`config.mk`:
```
export PLATFORM = sky130hd
export DESIGN_NAME = store_beat_unit_flat
export DESIGN_NICKNAME = d
export VERILOG_FILES = /design/src/rtl/store_beat_unit_if.sv /design/src/rtl/store_beat_unit.sv /design/src/flat_wrapper.sv
export SDC_FILE = /design/constraint.sdc
export NUM_CORES = 1
export LEC_CHECK = 0
export ABC_CLOCK_PERIOD_IN_PS = 3400
export BUFFER_PORTS_ARGS = -buffer_cell sky130_fd_sc_hd__buf_2
export CELL_PAD_IN_SITES_DETAIL_PLACEMENT = 0
export CELL_PAD_IN_SITES_GLOBAL_PLACEMENT = 1
export CORE_MARGIN = 3
export CORE_UTILIZATION = 46
export CTS_BUF_LIST = sky130_fd_sc_hd__clkbuf_2 sky130_fd_sc_hd__clkbuf_4 sky130_fd_sc_hd__clkbuf_8
export DETAILED_ROUTE_END_ITERATION = 7
export GPL_TIMING_DRIVEN = 0
export PLACE_DENSITY = 0.93
export SLEW_MARGIN = 20
export SYNTH_ARGS = -nofsm -noshare
export SYNTH_HDL_FRONTEND = slang
export SYNTH_SLANG_ARGS = --single-unit
```
`constraint.sdc`:
```
create_clock -name clk -period 3.4 [get_ports clk]
set_input_delay 0.17 -clock clk [delete_from_list [all_inputs] [get_ports clk]]
set_output_delay 0.17 -clock clk [all_outputs]
set_load 0.05 [all_outputs]
```
`src/rtl/store_beat_unit_if.sv`:
```
`default_nettype none
// ============================================================================
// Module      : store_beat_unit_if
// Description : Store request, bus write beat and completion signals of the
//               store beat unit. The unit is the master.
// Revision    : 1.0 - initial release
// ============================================================================
interface store_beat_unit_if #(
    parameter int DATA_W = 64
);
    localparam int c_nb = DATA_W / 8;

    logic                req_valid;
    logic                req_ready;
    logic [63:0]         req_addr;
    logic [63:0]         req_data;
    logic [1:0]          req_size;
    logic                bus_valid;
    logic [63:0]         bus_addr;
    logic [DATA_W-1:0]   bus_data;
    logic [c_nb-1:0]     bus_strobe;
    logic                bus_ok;
    logic                done;
    logic                err;

    modport master (
        input  req_valid, req_addr, req_data, req_size, bus_ok,
        output req_ready, bus_valid, bus_addr, bus_data, bus_strobe, done, err
    );

    modport slave (
        output req_valid, req_addr, req_data, req_size, bus_ok,
        input  req_ready, bus_valid, bus_addr, bus_data, bus_strobe, done, err
    );
endinterface
`default_nettype wire

```
`src/rtl/store_beat_unit.sv`:
```
`default_nettype none
// ============================================================================
// Module      : store_beat_unit
// Description : Turns one store request into one or two byte-strobed write
//               beats on a DATA_W-wide bus and pulses done/err on completion.
// Revision    : 1.0 - initial release
// ============================================================================
module store_beat_unit #(
    parameter int DATA_W         = 64,
    parameter bit ALLOW_MISALIGN = 1'b1
) (
    input  wire logic          clk,
    input  wire logic          resetn,
    store_beat_unit_if.master  sif
);
    localparam int c_nb    = DATA_W / 8;
    localparam int c_off_w = $clog2(c_nb);
    localparam int c_sum_w = c_off_w + 1;

    typedef enum logic [1:0] {
        S_IDLE  = 2'd0,
        S_BEAT0 = 2'd1,
        S_BEAT1 = 2'd2,
        S_DONE  = 2'd3
    } state_t;

    state_t              r_state;
    logic                r_bus_valid;
    logic [63:0]         r_bus_addr;
    logic [DATA_W-1:0]   r_bus_data;
    logic [c_nb-1:0]     r_bus_strobe;
    logic [DATA_W-1:0]   r_data_hi;
    logic [c_nb-1:0]     r_strobe_hi;
    logic                r_cross;
    logic                r_done;
    logic                r_err;

    logic [c_off_w-1:0]  w_off;
    logic [3:0]          w_nbytes;
    logic [2:0]          w_amask;
    logic [7:0]          w_lanes8;
    logic [63:0]         w_dmask;
    logic                w_misalign;
    logic                w_cross;
    logic [2*c_nb-1:0]   w_mask2;
    logic [2*DATA_W-1:0] w_data2;
    logic [63:0]         w_base;

    always_comb begin
        w_amask  = 3'b000;
        w_lanes8 = 8'h01;
        case (req_size_q())
            2'd0: begin w_amask = 3'b000; w_lanes8 = 8'h01; end
            2'd1: begin w_amask = 3'b001; w_lanes8 = 8'h03; end
            2'd2: begin w_amask = 3'b011; w_lanes8 = 8'h0F; end
            default: begin w_amask = 3'b111; w_lanes8 = 8'hFF; end
        endcase
    end

    function automatic logic [1:0] req_size_q();
        return sif.req_size;
    endfunction

    for (genvar i = 0; i < 8; i++) begin : g_bytemask
        assign w_dmask[8*i +: 8] = {8{w_lanes8[i]}};
    end

    assign w_off      = sif.req_addr[c_off_w-1:0];
    assign w_nbytes   = 4'd1 << sif.req_size;
    assign w_misalign = |(sif.req_addr[2:0] & w_amask);
    assign w_cross    = ({1'b0, w_off} + c_sum_w'(w_nbytes)) > c_sum_w'(c_nb);
    assign w_base     = {sif.req_addr[63:c_off_w], {c_off_w{1'b0}}};
    // Placing over a double-width window lets the upper half become beat 1.
    assign w_mask2    = {{(2*c_nb-8){1'b0}}, w_lanes8} << w_off;
    assign w_data2    = {{(2*DATA_W-64){1'b0}}, sif.req_data & w_dmask} << {w_off, 3'b000};

    always_ff @(posedge clk or negedge resetn) begin
        if (!resetn) begin
            r_state      <= S_IDLE;
            r_bus_valid  <= 1'b0;
            r_bus_addr   <= '0;
            r_bus_data   <= '0;
            r_bus_strobe <= '0;
            r_data_hi    <= '0;
            r_strobe_hi  <= '0;
            r_cross      <= 1'b0;
            r_done       <= 1'b0;
            r_err        <= 1'b0;
        end else begin
            case (r_state)
                S_IDLE: begin
                    if (sif.req_valid) begin
                        if (w_misalign && !ALLOW_MISALIGN) begin
                            r_state <= S_DONE;
                            r_done  <= 1'b1;
                            r_err   <= 1'b1;
                        end else begin
                            r_state      <= S_BEAT0;
                            r_bus_valid  <= 1'b1;
                            r_bus_addr   <= w_base;
                            r_bus_data   <= w_data2[DATA_W-1:0];
                            r_bus_strobe <= w_mask2[c_nb-1:0];
                            r_data_hi    <= w_data2[2*DATA_W-1:DATA_W];
                            r_strobe_hi  <= w_mask2[2*c_nb-1:c_nb];
                            r_cross      <= w_cross;
                        end
                    end
                end
                S_BEAT0: begin
                    if (sif.bus_ok) begin
                        if (r_cross) begin
                            r_state      <= S_BEAT1;
                            r_bus_addr   <= r_bus_addr + 64'(c_nb);
                            r_bus_data   <= r_data_hi;
                            r_bus_strobe <= r_strobe_hi;
                        end else begin
                            r_state     <= S_DONE;
                            r_bus_valid <= 1'b0;
                            r_done      <= 1'b1;
                        end
                    end
                end
                S_BEAT1: begin
                    if (sif.bus_ok) begin
                        r_state     <= S_DONE;
                        r_bus_valid <= 1'b0;
                        r_done      <= 1'b1;
                    end
                end
                default: begin
                    r_state <= S_IDLE;
                    r_done  <= 1'b0;
                    r_err   <= 1'b0;
                end
            endcase
        end
    end

    assign sif.req_ready  = (r_state == S_IDLE);
    assign sif.bus_valid  = r_bus_valid;
    assign sif.bus_addr   = r_bus_addr;
    assign sif.bus_data   = r_bus_data;
    assign sif.bus_strobe = r_bus_strobe;
    assign sif.done       = r_done;
    assign sif.err        = r_err;
endmodule
`default_nettype wire

```
`src/flat_wrapper.sv`:
```
// flat-port wrapper written by rule: the top's interface ports become plain ports
module store_beat_unit_flat 
#(
    parameter int DATA_W         = 64,
    parameter bit ALLOW_MISALIGN = 1'b1
)
  (clk, resetn, sif_req_valid, sif_req_addr, sif_req_data, sif_req_size, sif_bus_ok, sif_req_ready, sif_bus_valid, sif_bus_addr, sif_bus_data, sif_bus_strobe, sif_done, sif_err);
  store_beat_unit_if #(.DATA_W(DATA_W)) sif_i ();
  input  wire logic clk;
  input  wire logic resetn;
  input wire logic [$bits(sif_i.req_valid)-1:0] sif_req_valid;
  input wire logic [$bits(sif_i.req_addr)-1:0] sif_req_addr;
  input wire logic [$bits(sif_i.req_data)-1:0] sif_req_data;
  input wire logic [$bits(sif_i.req_size)-1:0] sif_req_size;
  input wire logic [$bits(sif_i.bus_ok)-1:0] sif_bus_ok;
  output wire logic [$bits(sif_i.req_ready)-1:0] sif_req_ready;
  output wire logic [$bits(sif_i.bus_valid)-1:0] sif_bus_valid;
  output wire logic [$bits(sif_i.bus_addr)-1:0] sif_bus_addr;
  output wire logic [$bits(sif_i.bus_data)-1:0] sif_bus_data;
  output wire logic [$bits(sif_i.bus_strobe)-1:0] sif_bus_strobe;
  output wire logic [$bits(sif_i.done)-1:0] sif_done;
  output wire logic [$bits(sif_i.err)-1:0] sif_err;
  assign sif_i.req_valid = sif_req_valid;
  assign sif_i.req_addr = sif_req_addr;
  assign sif_i.req_data = sif_req_data;
  assign sif_i.req_size = sif_req_size;
  assign sif_i.bus_ok = sif_bus_ok;
  assign sif_req_ready = sif_i.req_ready;
  assign sif_bus_valid = sif_i.bus_valid;
  assign sif_bus_addr = sif_i.bus_addr;
  assign sif_bus_data = sif_i.bus_data;
  assign sif_bus_strobe = sif_i.bus_strobe;
  assign sif_done = sif_i.done;
  assign sif_err = sif_i.err;
  store_beat_unit #(.DATA_W(DATA_W), .ALLOW_MISALIGN(ALLOW_MISALIGN)) u_core (.clk(clk), .resetn(resetn), .sif(sif_i));
endmodule
```
==> results of run 1 <==
## worst max-delay path, stage by stage, from the launching register on
cell and delay [ns]:
sky130_fd_sc_hd__dfrtp_1 0.40, sky130_fd_sc_hd__inv_1 0.10, sky130_fd_sc_hd__ha_1 0.32, sky130_fd_sc_hd__clkbuf_1 0.47, sky130_fd_sc_hd__clkbuf_1 0.51, sky130_fd_sc_hd__clkbuf_1 0.58
sky130_fd_sc_hd__clkbuf_1 0.53, sky130_fd_sc_hd__a21oi_1 0.14
## final timing paths
kind	from	endpoint	slack, ns	cells after the start
worst max-delay path	u_core.r_state[1]$_DFFE_PN0P_	u_core.sif.bus_addr[40]$_DFFE_PN0P_	0.22	7
worst min-delay path	sif_req_data[0]	u_core.sif.bus_data[0]$_DFFE_PN0P_	0.008	3
worst max register to register	u_core.r_state[1]$_DFFE_PN0P_	u_core.sif.bus_addr[40]$_DFFE_PN0P_	0.22	7
worst min register to register	u_core.sif.bus_strobe[1]$_DFFE_PN0P_	u_core.sif.bus_strobe[1]$_DFFE_PN0P_	0.47	2
max in group asynchronous	resetn	u_core.r_data_hi[20]$_DFFE_PN0P_	2.12	4
min in group asynchronous	resetn	u_core.sif.bus_addr[40]$_DFFE_PN0P_	0.11	2
## cells in the mapped netlist (15+ instances only)
library cell	n
sky130_fd_sc_hd__a22o_1	36
sky130_fd_sc_hd__a22oi_1	35
sky130_fd_sc_hd__clkbuf_1	78
sky130_fd_sc_hd__o31ai_1	20
sky130_fd_sc_hd__a221oi_1	40
sky130_fd_sc_hd__buf_2	22
sky130_fd_sc_hd__a21oi_1	130
sky130_fd_sc_hd__mux2i_1	61
sky130_fd_sc_hd__nand4_1	36
sky130_fd_sc_hd__buf_1	15
sky130_fd_sc_hd__o22ai_1	37
sky130_fd_sc_hd__nor2_1	145
sky130_fd_sc_hd__nand3_1	45
sky130_fd_sc_hd__inv_1	19
sky130_fd_sc_hd__and3_1	19
sky130_fd_sc_hd__dfrtp_1	201
sky130_fd_sc_hd__nor2b_1	20
sky130_fd_sc_hd__nand2_1	136
sky130_fd_sc_hd__nor3_1	45
sky130_fd_sc_hd__mux2_2	45
sky130_fd_sc_hd__o21ai_0	81
## metal layers
metal  vias to the layer above  wire (µm)  part of all wire [%]  track usage [%]
li1                       6113          -                     -                -
met2                       974      25100                    45             59.8
met1                      6648      22100                    40             49.4
met4                         2       2940                   5.3             17.5
met5                         -         17                 0.031                0
met3                       191       5440                   9.8             7.19
## power by group
group | internal (W) | switching, W
Sequential | 0.00343 | 0.00109
Combinational | 0.00239 | 0.00678
Clock | 0.00139 | 0.00111
## metrics by stage
step                setup slack [ns]  hold WS, ns  cell area [µm²]  power, W
global placement               -1.32        0.430            14200    0.0134
global route                  0.0723       0.0252            15800    0.0170
CTS                            0.336      0.00102            15800    0.0161
finish                         0.216      0.00758            15800    0.0162
floorplan                      0.903       -0.126            12500    0.0106
detailed placement             0.346        0.114            14300    0.0135
## cell type report
| type | instances | area share, % |
|---|---|---|
| buffer | 126 | 3.43 |
| clock buffer | 59 | 4.72 |
| clock inverter | 8 | 0.310 |
| inverter | 19 | 0.452 |
| multi-input combinational | 1087 | 43.4 |
| sequential | 201 | 31.9 |
| tap | 335 | 2.66 |
| timing repair buffer | 337 | 13.1 |
## flip-flops by register name, summed over array words and instances (netlist names)
signal and flops:
u_core.sif.bus_data 64, u_core.r_cross 1, u_core.sif.bus_addr 61, u_core.r_strobe_hi 7, u_core.sif.done 1, u_core.r_data_hi 56, u_core.sif.bus_valid 1, u_core.sif.bus_strobe 8
u_core.r_state 2
## what timing repair did
action | CTS | global route
resized for setup | 0 | 0
endpoints found under the hold margin | 190 | 0
hold buffers | 66 | 0
## cell families (layout without fill, tap and decap cells)
family | Yosys count | count (layout) | share of synthesized area [%]
xor+xnor | 2 | 2 | 0.141
fa+ha+maj | 9 | 9 | 0.944
buf+inv | 145 | 549 | 4.91
compound gates | 440 | 440 | 23.2
mux | 106 | 106 | 8.97
other cells | 1 | 4 | 0.0301
simple gates | 526 | 526 | 21.4
flops | 201 | 201 | 40.4
==> impl_metrics.prom, run 1 <==
# TYPE chip_impl_metric gauge
chip_impl_info{name="status",value="complete, no violations"} 1
chip_impl_metric{name="grt_usage",unit="%"} 37.5
chip_impl_metric{name="finalNonFillerCells",unit=""} 2172
chip_impl_metric{name="tns",unit="ns"} 0
chip_impl_info{name="synth_area_leaders",value="sky130_fd_sc_hd__dfrtp_1, sky130_fd_sc_hd__a21oi_1, sky130_fd_sc_hd__mux2i_1, sky130_fd_sc_hd__nor2_1, sky130_fd_sc_hd__nand2_1"} 1
chip_impl_metric{name="crit_arrival",unit="ns"} 3.58
chip_impl_info{name="mostFrequentLayoutCells",value="sky130_fd_sc_hd__buf_2, sky130_fd_sc_hd__dfrtp_1, sky130_fd_sc_hd__nor2_1"} 1
chip_impl_info{name="setup.worst_path.end_class",value="register"} 1
chip_impl_metric{name="fill_cells",unit=""} 2399
chip_impl_metric{name="cts.reportedPaths.clkPinSlew",unit="ns"} 0.06
chip_impl_metric{name="max_cap_viol_count",unit=""} 0
chip_impl_metric{name="chipHeight",unit="µm"} 171
chip_impl_metric{name="port_buffers",unit=""} 268
chip_impl_info{name="grt_setup_unrepaired",value="no"} 1
chip_impl_metric{name="fraction_of_layout_instances_using_a_drive_strength_above_1",unit="%"} 24.1
chip_impl_metric{name="antenna_cells_inserted",unit=""} 0
chip_impl_metric{name="powerDensity",unit="mW/mm²"} 1030
chip_impl_metric{name="htree_levels",unit=""} 2
chip_impl_metric{name="core_region_area",unit="mm²"} 0.0264
chip_impl_metric{name="post_synth_instance_area",unit="mm²"} 0.0125
chip_impl_metric{name="timing.slew.headroom",unit="%"} 42.1
chip_impl_info{name="cts_tree",value="yes"} 1
chip_impl_metric{name="synth_cell_types",unit=""} 71
chip_impl_metric{name="syn-instance-count",unit=""} 1430
chip_impl_metric{name="post_synth_edffs",unit=""} 0
chip_impl_info{name="worst-setup-path-type",value="register to register"} 1
chip_impl_metric{name="clock_skew",unit="ns"} 0.0266
chip_impl_info{name="worstSetupStartpointType",value="register"} 1
chip_impl_metric{name="synth-warning-count",unit=""} 0
chip_impl_metric{name="route.detailed.drc",unit=""} 0
chip_impl_metric{name="final_util",unit="%"} 59.8
chip_impl_metric{name="grt_max_degree",unit=""} 85
chip_impl_metric{name="ys_seq_area_share",unit="%"} 40.4
chip_impl_metric{name="clockBufferDepth",unit=""} 3
chip_impl_metric{name="report.final.hold_viol_count",unit=""} 0
chip_impl_metric{name="timing.fmax",unit="MHz"} 314
chip_impl_metric{name="share_of_the_synthesized_area_in_the_top_cell_type",unit="%"} 40.4
chip_impl_metric{name="leakage",unit="nW"} 7.08
chip_impl_metric{name="worstSkewPairLatency",unit="ns"} 0.55
chip_impl_metric{name="overall_die_width",unit="µm"} 171
chip_impl_metric{name="dr.first_iter.drc_count",unit=""} 1677
chip_impl_metric{name="worst-slew-pin-transition",unit="ns"} 0.868
chip_impl_info{name="clk_root_buffer_cell",value="sky130_fd_sc_hd__clkbuf_8"} 1
chip_impl_metric{name="synth-async-reset-ratio",unit="%"} 100
chip_impl_metric{name="nNetsFinal",unit=""} 1953
chip_impl_metric{name="finalWeightedCongestion",unit=""} 1.04
chip_impl_metric{name="ys_ff_latch",unit=""} 201
chip_impl_metric{name="fin_crit",unit="ns"} 3.18
chip_impl_metric{name="postCtsSetupRepairBufs",unit=""} 0
chip_impl_metric{name="grt_antenna_before_repair",unit=""} 1
chip_impl_metric{name="io-pin-count",unit=""} 274
chip_impl_metric{name="multi_input_comb_area",unit="mm²"} 0.00684
chip_impl_metric{name="min_period_over_period",unit="%"} 93.6
chip_impl_metric{name="floorplan.rows",unit=""} 59
chip_impl_metric{name="synthToLayoutAreaGrowth",unit="%"} 26.5
chip_impl_metric{name="grt-ovfl-total",unit=""} 0
chip_impl_metric{name="cts.sink_count",unit=""} 201
chip_impl_metric{name="required",unit="ns"} 3.80
chip_impl_metric{name="setup_viol_count_final",unit=""} 0
chip_impl_metric{name="post_synthesis_average_cell_area",unit="µm²"} 8.71
chip_impl_metric{name="post_drt_via_cell_ratio",unit=""} 6.41
chip_impl_metric{name="fp.dieArea",unit="mm²"} 0.0291
chip_impl_info{name="postSynth.topFlopCell",value="sky130_fd_sc_hd__dfrtp_1"} 1
chip_impl_metric{name="dr.pass1.iters",unit=""} 6
chip_impl_info{name="layout.cells.most_common",value="sky130_fd_sc_hd__buf_2"} 1
chip_impl_metric{name="routed_wirelength_normalized_by_instance_count",unit="µm"} 25.6
chip_impl_metric{name="hpwlAfterDp",unit="mm"} 42.5
chip_impl_metric{name="via_count_of_the_first_global_routing_pass",unit=""} 13700
chip_impl_info{name="timing.hold.worst.class",value="input pin to register"} 1
chip_impl_metric{name="postRouteWirelength",unit="mm"} 55.6
chip_impl_metric{name="grt_pass1_wl",unit="mm"} 83.3
chip_impl_info{name="synth_top_cell_by_area",value="sky130_fd_sc_hd__dfrtp_1"} 1
chip_impl_metric{name="report.final.slew_viol_count",unit=""} 0
chip_impl_metric{name="route.vias.total",unit=""} 13900
chip_impl_metric{name="initial_utilization",unit="%"} 47.3
chip_impl_metric{name="vdd_drop_max",unit="V"} 0.000620
chip_impl_metric{name="clock_buffer_count_from_cts",unit=""} 39
chip_impl_metric{name="antenna_violating_nets_post_route",unit=""} 0
chip_impl_metric{name="placed_cells",unit=""} 2039
chip_impl_metric{name="cp_max_fo",unit=""} 10
chip_impl_metric{name="storage_element_area",unit="mm²"} 0.00503
Power figures use the tool's default switching activity.
==> run 2, diff against run 1 <==
- HOLD_SLACK_MARGIN: default -> 0.05
==> impl_metrics.prom, run 2 (synthesis results as in run 1) <==
# TYPE chip_impl_metric gauge
chip_impl_metric{name="cp_max_fo",unit=""} 10
chip_impl_info{name="rr_startpoint",value="u_core.r_state[1]$_DFFE_PN0P_"} 1
chip_impl_metric{name="core_region_area",unit="mm²"} 0.0264
chip_impl_metric{name="grt_max_degree",unit=""} 85
chip_impl_metric{name="worstSkewPairLatency",unit="ns"} 0.55
chip_impl_info{name="status",value="complete, no violations"} 1
chip_impl_metric{name="antenna_cells_inserted",unit=""} 0
chip_impl_metric{name="clock_skew",unit="ns"} 0.0299
chip_impl_metric{name="clock_buffer_count_from_cts",unit=""} 39
chip_impl_metric{name="worst-slew-pin-transition",unit="ns"} 0.897
chip_impl_metric{name="leakage",unit="nW"} 7.12
chip_impl_metric{name="min_period_over_period",unit="%"} 93.5
chip_impl_metric{name="routed_wirelength_normalized_by_instance_count",unit="µm"} 25.5
chip_impl_metric{name="cts-resized-gates",unit=""} 0
chip_impl_metric{name="cts.reportedPaths.clkPinSlew",unit="ns"} 0.06
chip_impl_metric{name="dr.first_iter.drc_count",unit=""} 1656
chip_impl_metric{name="fraction_of_layout_instances_using_a_drive_strength_above_1",unit="%"} 23.9
chip_impl_info{name="grt_setup_unrepaired",value="no"} 1
chip_impl_info{name="min_to",value="u_core.sif.bus_addr[38]$_DFFE_PN0P_"} 1
chip_impl_metric{name="route.vias.total",unit=""} 14000
chip_impl_metric{name="overall_die_width",unit="µm"} 171
chip_impl_metric{name="fin_worst_hold_slack",unit="ns"} 0.107
chip_impl_metric{name="hpwlAfterDp",unit="mm"} 42.5
chip_impl_metric{name="reg2reg_setup_slack",unit="ns"} 0.22
chip_impl_metric{name="route.detailed.drc",unit=""} 0
chip_impl_metric{name="report.final.slew_viol_count",unit=""} 0
chip_impl_info{name="worstReg2RegEnd",value="u_core.sif.bus_addr[40]$_DFFE_PN0P_"} 1
chip_impl_metric{name="powerDensity",unit="mW/mm²"} 1020
chip_impl_info{name="hold_path.startpoint",value="sif_req_addr[38]"} 1
chip_impl_metric{name="grt-ovfl-total",unit=""} 0
chip_impl_info{name="worst-setup-path-type",value="register to register"} 1
chip_impl_metric{name="io-pin-count",unit=""} 274
chip_impl_metric{name="via_count_of_the_first_global_routing_pass",unit=""} 13800
chip_impl_metric{name="required",unit="ns"} 3.81
chip_impl_metric{name="postRouteWirelength",unit="mm"} 55.7
chip_impl_metric{name="fin_crit",unit="ns"} 3.18
chip_impl_metric{name="placed_cells",unit=""} 2039
chip_impl_metric{name="floorplan.rows",unit=""} 59
chip_impl_metric{name="dr.pass1.iters",unit=""} 6
chip_impl_metric{name="tns",unit="ns"} 0
chip_impl_info{name="timing.hold.worst.class",value="input pin to register"} 1
chip_impl_metric{name="finalWeightedCongestion",unit=""} 1.04
chip_impl_metric{name="initial_utilization",unit="%"} 47.3
chip_impl_metric{name="finalNonFillerCells",unit=""} 2182
chip_impl_info{name="cts_tree",value="yes"} 1
chip_impl_metric{name="cts.sink_count",unit=""} 201
chip_impl_metric{name="synthToLayoutAreaGrowth",unit="%"} 27.3
chip_impl_metric{name="setup_viol_count_final",unit=""} 0
chip_impl_metric{name="chipHeight",unit="µm"} 171
chip_impl_metric{name="clockBufferDepth",unit=""} 3
chip_impl_metric{name="grt_pass1_wl",unit="mm"} 83.5
chip_impl_info{name="worstSetupStartpointType",value="register"} 1
chip_impl_metric{name="fp.dieArea",unit="mm²"} 0.0291
chip_impl_info{name="setup.worst_path.end_class",value="register"} 1
chip_impl_metric{name="worst_reg2reg_path_length_in_cells",unit=""} 7
chip_impl_metric{name="htree_levels",unit=""} 2
chip_impl_metric{name="design_power_total",unit="W"} 0.0162
chip_impl_metric{name="report.final.hold_viol_count",unit=""} 0
chip_impl_info{name="mostFrequentLayoutCells",value="sky130_fd_sc_hd__buf_2, sky130_fd_sc_hd__dfrtp_1, sky130_fd_sc_hd__nor2_1"} 1
chip_impl_metric{name="nNetsFinal",unit=""} 1963
chip_impl_metric{name="timing.slew.headroom",unit="%"} 40.2
chip_impl_info{name="clk_root_buffer_cell",value="sky130_fd_sc_hd__clkbuf_8"} 1
chip_impl_metric{name="grt_usage",unit="%"} 37.5
chip_impl_metric{name="post_drt_via_cell_ratio",unit=""} 6.41
chip_impl_metric{name="grt_antenna_before_repair",unit=""} 2
chip_impl_metric{name="timing.fmax",unit="MHz"} 315
chip_impl_metric{name="crit_arrival",unit="ns"} 3.59
chip_impl_metric{name="hold_path_depth",unit=""} 4
chip_impl_metric{name="largest_register_ff_count",unit=""} 64
chip_impl_metric{name="port_buffers",unit=""} 268
chip_impl_metric{name="max_cap_viol_count",unit=""} 0
chip_impl_metric{name="vdd_drop_max",unit="V"} 0.000625
chip_impl_info{name="layout.cells.most_common",value="sky130_fd_sc_hd__buf_2"} 1
chip_impl_metric{name="antenna_violating_nets_post_route",unit=""} 0
chip_impl_metric{name="final_util",unit="%"} 60.2
-- run 2: power breakdown --
group          total, W  internal [W]  switching, W
sequential      0.00453       0.00343       0.00109
clock           0.00250       0.00139       0.00111
combinational   0.00918       0.00240       0.00678
total            0.0162       0.00723       0.00898
-- run 2: what timing repair did --
item,in CTS,in global routing
hold endpoints to repair,203,0
hold buffers,76,0
buffers inserted,0,0
-- run 2: how the worst max path moves through the flow --
stage	startpoint	endpoint	slack [ns]
2_1_floorplan	u_core.r_state[0]$_DFFE_PN0P_	u_core.sif.bus_addr[7]$_DFFE_PN0P_	0.90
3_3_place_gp	resetn	u_core.sif.bus_data[20]$_DFFE_PN0P_	-1.32
3_5_place_dp	u_core.r_state[1]$_DFFE_PN0P_	u_core.sif.bus_addr[40]$_DFFE_PN0P_	0.35
4_1_cts	u_core.r_state[0]$_DFFE_PN0P_	u_core.sif.bus_data[16]$_DFFE_PN0P_	0.34
5_1_grt	u_core.r_state[1]$_DFFE_PN0P_	u_core.sif.bus_data[16]$_DFFE_PN0P_	0.07
6_report	u_core.r_state[1]$_DFFE_PN0P_	u_core.sif.bus_addr[40]$_DFFE_PN0P_	0.22
-- run 2: metal layers --
metal	global-route usage [%]	up-vias	routed length, µm
met3	7.39	185	5160
li1	-	6117	-
met4	18.3	4	3120
met1	49.1	6753	22400
met5	0	-	33
met2	59.7	927	25000
-- run 2: cell type report --
| cell class | count | area [µm²] |
|---|---|---|
| clock inverters | 8 | 48.8 |
| flip-flops and latches | 201 | 5030 |
| well taps | 335 | 419 |
| multi-input cells | 1087 | 6840 |
| inverters | 19 | 71.3 |
| fillers | 2391 | 10500 |
| plain buffers | 126 | 541 |
| clock buffers | 59 | 743 |
| repair buffers | 347 | 2170 |
-- run 2: through the flow --
stage / setup WS (ns) / area, µm²
floorplan: 0.903 / 12500
global placement: -1.32 / 14200
detailed placement: 0.346 / 14300
CTS: 0.336 / 15900
global route: 0.0723 / 15900
finish: 0.220 / 15900
-- run 2: critical path, cell delays in order (launching register included) --
cell and delay, ns:
sky130_fd_sc_hd__dfrtp_1 0.40, sky130_fd_sc_hd__inv_1 0.10, sky130_fd_sc_hd__ha_1 0.33, sky130_fd_sc_hd__clkbuf_1 0.47, sky130_fd_sc_hd__clkbuf_1 0.50, sky130_fd_sc_hd__clkbuf_1 0.58, sky130_fd_sc_hd__clkbuf_1 0.52, sky130_fd_sc_hd__a21oi_1 0.14
